**src/rtl/rf_write_arbiter_if.sv**
```systemverilog
// rf_write_arbiter_if: request handshakes, register-file write port and pending scoreboard of the writeback arbiter.
interface rf_write_arbiter_if #(
  parameter int DATA_W = 8,
  parameter int ADDR_W = 3,
  parameter int NREG = 8
);
  logic A_VALID;
  logic A_READY;
  logic [ADDR_W-1:0] A_ADDR;
  logic [DATA_W-1:0] A_DATA;
  logic B_VALID;
  logic B_READY;
  logic [ADDR_W-1:0] B_ADDR;
  logic [DATA_W-1:0] B_DATA;
  logic [DATA_W-1:0] RF_IN;
  logic [ADDR_W-1:0] RF_INADDRESS;
  logic RF_WRITE;
  logic [NREG-1:0] PENDING;
  modport master (
    output A_VALID, A_ADDR, A_DATA, B_VALID, B_ADDR, B_DATA,
    input A_READY, B_READY, RF_IN, RF_INADDRESS, RF_WRITE, PENDING
  );
  modport slave (
    input A_VALID, A_ADDR, A_DATA, B_VALID, B_ADDR, B_DATA,
    output A_READY, B_READY, RF_IN, RF_INADDRESS, RF_WRITE, PENDING
  );
endinterface

```
**src/rtl/rf_write_arbiter.sv**
```systemverilog
// rf_write_arbiter: oldest-first sharing of the register file write port between ALU (A) and load (B) writeback.
module rf_write_arbiter #(
  parameter int DATA_W = 8,
  parameter int ADDR_W = 3,
  parameter int NREG = 8
) (
  input logic CLK,
  input logic RESET,
  rf_write_arbiter_if.slave bus
);
  logic ha_full, hb_full, older_b;
  logic [ADDR_W-1:0] ha_addr, hb_addr, rf_addr;
  logic [DATA_W-1:0] ha_data, hb_data, rf_in;
  logic rf_write;
  logic grant_a, grant_b, acc_a, acc_b;
  logic [NREG-1:0] pend;
  assign grant_a = ha_full && (!hb_full || !older_b);
  assign grant_b = hb_full && (!ha_full || older_b);
  assign bus.A_READY = !RESET && (!ha_full || grant_a);
  assign bus.B_READY = !RESET && (!hb_full || grant_b);
  assign acc_a = bus.A_VALID && bus.A_READY;
  assign acc_b = bus.B_VALID && bus.B_READY;
  assign bus.RF_IN = rf_in;
  assign bus.RF_INADDRESS = rf_addr;
  assign bus.RF_WRITE = rf_write;
  assign bus.PENDING = pend;
  always_comb begin
    pend = '0;
    for (int i = 0; i < NREG; i++)
      pend[i] = (ha_full && ha_addr == ADDR_W'(i)) || (hb_full && hb_addr == ADDR_W'(i)) ||
                (rf_write && rf_addr == ADDR_W'(i));
  end
  // A lone capture is younger than whatever stays held; a double capture makes A the older one.
  always_ff @(posedge CLK) begin
    if (RESET) begin
      ha_full <= 1'b0;
      hb_full <= 1'b0;
      older_b <= 1'b0;
      ha_addr <= '0;
      hb_addr <= '0;
      ha_data <= '0;
      hb_data <= '0;
      rf_write <= 1'b0;
      rf_in <= '0;
      rf_addr <= '0;
    end else begin
      if (acc_a) begin
        ha_addr <= bus.A_ADDR;
        ha_data <= bus.A_DATA;
      end
      if (acc_b) begin
        hb_addr <= bus.B_ADDR;
        hb_data <= bus.B_DATA;
      end
      ha_full <= acc_a || (ha_full && !grant_a);
      hb_full <= acc_b || (hb_full && !grant_b);
      older_b <= (acc_a && !acc_b) ? 1'b1 : acc_b ? 1'b0 : older_b;
      rf_write <= grant_a || grant_b;
      if (grant_a || grant_b) begin
        rf_in <= grant_b ? hb_data : ha_data;
        rf_addr <= grant_b ? hb_addr : ha_addr;
      end
    end
  end
endmodule
```
**src/flat_wrapper.sv**
```systemverilog
// flat-port wrapper written by rule: the top's interface ports become plain ports
module rf_write_arbiter_flat 
#(
  parameter int DATA_W = 8,
  parameter int ADDR_W = 3,
  parameter int NREG = 8
)
  (CLK, RESET, bus_A_VALID, bus_A_ADDR, bus_A_DATA, bus_B_VALID, bus_B_ADDR, bus_B_DATA, bus_A_READY, bus_B_READY, bus_RF_IN, bus_RF_INADDRESS, bus_RF_WRITE, bus_PENDING);
  rf_write_arbiter_if #(.DATA_W(DATA_W), .ADDR_W(ADDR_W), .NREG(NREG)) bus_i ();
  input logic CLK;
  input logic RESET;
  input wire logic [$bits(bus_i.A_VALID)-1:0] bus_A_VALID;
  input wire logic [$bits(bus_i.A_ADDR)-1:0] bus_A_ADDR;
  input wire logic [$bits(bus_i.A_DATA)-1:0] bus_A_DATA;
  input wire logic [$bits(bus_i.B_VALID)-1:0] bus_B_VALID;
  input wire logic [$bits(bus_i.B_ADDR)-1:0] bus_B_ADDR;
  input wire logic [$bits(bus_i.B_DATA)-1:0] bus_B_DATA;
  output wire logic [$bits(bus_i.A_READY)-1:0] bus_A_READY;
  output wire logic [$bits(bus_i.B_READY)-1:0] bus_B_READY;
  output wire logic [$bits(bus_i.RF_IN)-1:0] bus_RF_IN;
  output wire logic [$bits(bus_i.RF_INADDRESS)-1:0] bus_RF_INADDRESS;
  output wire logic [$bits(bus_i.RF_WRITE)-1:0] bus_RF_WRITE;
  output wire logic [$bits(bus_i.PENDING)-1:0] bus_PENDING;
  assign bus_i.A_VALID = bus_A_VALID;
  assign bus_i.A_ADDR = bus_A_ADDR;
  assign bus_i.A_DATA = bus_A_DATA;
  assign bus_i.B_VALID = bus_B_VALID;
  assign bus_i.B_ADDR = bus_B_ADDR;
  assign bus_i.B_DATA = bus_B_DATA;
  assign bus_A_READY = bus_i.A_READY;
  assign bus_B_READY = bus_i.B_READY;
  assign bus_RF_IN = bus_i.RF_IN;
  assign bus_RF_INADDRESS = bus_i.RF_INADDRESS;
  assign bus_RF_WRITE = bus_i.RF_WRITE;
  assign bus_PENDING = bus_i.PENDING;
  rf_write_arbiter #(.DATA_W(DATA_W), .ADDR_W(ADDR_W), .NREG(NREG)) u_core (.CLK(CLK), .RESET(RESET), .bus(bus_i));
endmodule
```
**config.mk**
```make
export PLATFORM = sky130hd
export DESIGN_NAME = rf_write_arbiter_flat
export DESIGN_NICKNAME = d
export VERILOG_FILES = /design/src/rtl/rf_write_arbiter_if.sv /design/src/rtl/rf_write_arbiter.sv /design/src/flat_wrapper.sv
export SDC_FILE = /design/constraint.sdc
export NUM_CORES = 1
export LEC_CHECK = 0
export CORE_MARGIN = 5
export CORE_UTILIZATION = 52
export DETAILED_ROUTE_END_ITERATION = 12
export GPL_ROUTABILITY_DRIVEN = 0
export GPL_TIMING_DRIVEN = 0
export PLACE_DENSITY = 0.85
export SLEW_MARGIN = 5
export SYNTH_ARGS = -nofsm -noshare
export SYNTH_HDL_FRONTEND = slang
export SYNTH_SLANG_ARGS = --single-unit
```
**constraint.sdc**
```tcl
create_clock -name CLK -period 3.6 [get_ports CLK]
set_input_delay 0.72 -clock CLK [delete_from_list [all_inputs] [get_ports CLK]]
set_output_delay 0.72 -clock CLK [all_outputs]
set_load 0.005 [all_outputs]
```
==> out/qor.yml <==
outcome: "finished, final reports clean"
grt_pass1_wl_um: 7330
grtUsageMet2_pct: 31.0
antennaDiodeCount: 0
cp_common_cell: "clkdlybuf4s50_1"
wl_per_cell_um: 15.1
boundaryPins: 48
vdd_drop_max_mv: 0.339
post_cts_buffers: 0
synth_warnings: 0
worst_slack_ns: 0.357
layout_common_cells: "47 x clkdlybuf4s50_1, 37 x dfxtp_1, 22 x nor2_1"
viasPerCell: 5.66
io_buffer_count: 47
use_met1_pct: 22.0
crit_required_ns: 2.88
synth_top_cell_area_share_pct: 40.8
finalCriticalPeriod_ns: 3.24
synth_area_um2: 1810
slew_violations: 0
setup_violations: 0
cp.arrival_ns: 2.52
cts_hold_buf: 0
area_delta_synth_final_pct: 33.0
setup.worst_path.class: "input port to output port"
worst_pin_slew_ns: 0.581
dr.pass1.iters: 4
cts_inserted_buffers: 5
max_cap_viol_count: 0
clock_latency_ns: 0.35
whs_ns: 0.511
grt_remaining_overflow: 0
ys_types: 29
gr-usage-met3_pct: 5.81
post-route-period-util_pct: 90.1
die-area_um2: 4770
crit_chain: "clkdlybuf4s50_1, clkbuf_1, buf_2, nor2_1, clkdlybuf4s50_1"
finalHoldViolations: 0
fin_skew_ns: 0.0124
slew_headroom_pct: 61.1
rows: 21
grtUsageTotal_pct: 18.5
grt-busiest-layer: "met2"
crit_slowest_cell: "clkdlybuf4s50_1"
core_um2: 3360
clock_sink_count: 37
synth.area.top_cells: "dfxtp_1 41%, mux2_4 8.3%, mux2_1 7.4%"
pre_cts_slack_ns: 0.344
antenna_found_initial: 0
wl_um: 4430
path_clk_slew_ns: 0.10
cts_buffer_depth: 2
drt_first_iter_violations: 76
cp-end-kind: "output port"
start_util_pct: 53.9
crit_fanout: 10
slowest_delay_ns: 0.55
drive_above_1_share_pct: 10.9
clockRootBuffer: "clkbuf_4"
synth.ff_latch_count: 37
setup_tns_ns: 0
cts-resized-gates: 0
synth_area_per_cell_um2: 9.40
final_common_cell: "clkdlybuf4s50_1"
synth_top_area_cell: "dfxtp_1"
synth_seq_area_share_pct: 40.8
cts_tree: "done"
rsz0062_at_grt: "false"
htree_levels: 2
dp_hpwl_um: 3210
p_leak_uw: 0.000937
die_h_um: 69.1
drc: 0
final_antenna_net_count: 0
powerDensity_nw_per_um2: 378
syn-instance-count: 193
grt_pass1_vias: 1597
startpoint_type: "input port"
final_net_count: 273
die_w_um: 69.1
hold_class: "flip-flop to flip-flop"
fmax_mhz: 308
grt_max_degree: 12
vias: 1663
synth_fp_nets: 219
-- worst paths after layout --
kind | from | end | slack (ns) | cells after the start
worst min-delay path | u_core.bus.RF_IN[1] | u_core.bus.RF_IN[1] | 0.51 | 2
worst max-delay path | RESET | bus_B_READY | 0.36 | 5
worst max register to register | u_core.hb_full | u_core.hb_addr[1] | 1.94 | 5
worst min register to register | u_core.bus.RF_IN[1] | u_core.bus.RF_IN[1] | 0.51 | 2
-- cells in the mapped netlist --
library cell,n
nor4_1,7
nand2_1,7
dfxtp_1,37
mux2_1,12
nor3_1,9
o311ai_0,3
buf_1,2
a31oi_1,2
inv_1,2
nand2b_1,4
or3_1,3
o22a_1,1
buf_2,3
buf_6,1
o221a_2,4
clkbuf_1,10
mux2_4,10
nand4b_1,4
nand4_1,3
or3b_4,1
a211oi_1,8
nor2b_1,21
or2_1,1
nand3_1,3
nor3b_1,10
nor2_1,22
and3_1,1
and3b_1,1
o31ai_1,1
-- cells by family after synthesis --
kind of cell	after synthesis	synth area share, %
and+or+nand+nor	97	30.3
DFF	37	40.8
buffers and inverters	18	4.35
muxes	22	15.7
AOI/OAI and AO/OA	19	8.83
-- power breakdown --
| part | internal (uW) | switching, uW |
|---|---|---|
| sequential | 443 | 24.5 |
| combinational | 114 | 81.8 |
| clock | 113 | 137 |
| total | 670 | 243 |
-- per-stage QoR --
stage | utilization (%) | instance area, um^2 | power [uW] | instances
final | 71.7 | 2410 | 913 | 294
after global routing | 71.7 | 2410 | 956 | 294
after CTS | 71.7 | 2410 | 915 | 294
after detailed placement | 69.6 | 2340 | 670 | 286
after global placement | 69.6 | 2340 | 664 | 286
after floorplan | - | 1810 | 578 | 193
-- final cells by class --
class                      instances  area, um^2
timing repair buffer              47         470
clock buffer                       7        65.1
multi-input combinational        138         995
inverter                           2        7.51
fill                             294         951
tap                               46        57.6
buffer                            16        71.3
sequential                        37         741
clock inverter                     1        5.00
-- critical path, delay by kind of cell --
| family | cells | cell delay, ns |
|---|---|---|
| simple gates | 1 | 0.10 |
| buf+inv | 4 | 1.70 |
-- metal layers --
| metal | wire [um] | part of all wire (%) | up-vias |
|---|---|---|---|
| met5 | 0 | 0 | - |
| met4 | 91 | 2.1 | 0 |
| li1 | - | - | 804 |
| met1 | 1900 | 43 | 781 |
| met3 | 289 | 6.5 | 11 |
| met2 | 2150 | 48 | 67 |
-- registers in the layout, summed over array words and instances (netlist names) --
name and cells:
u_core.ha_data 8, u_core.ha_full 1, u_core.bus.RF_INADDRESS 3, u_core.hb_full 1
u_core.ha_addr 3, u_core.hb_addr 3, u_core.hb_data 8, u_core.bus.RF_WRITE 1
u_core.bus.RF_IN 8, u_core.older_b 1
Power figures use the tool's default switching activity.
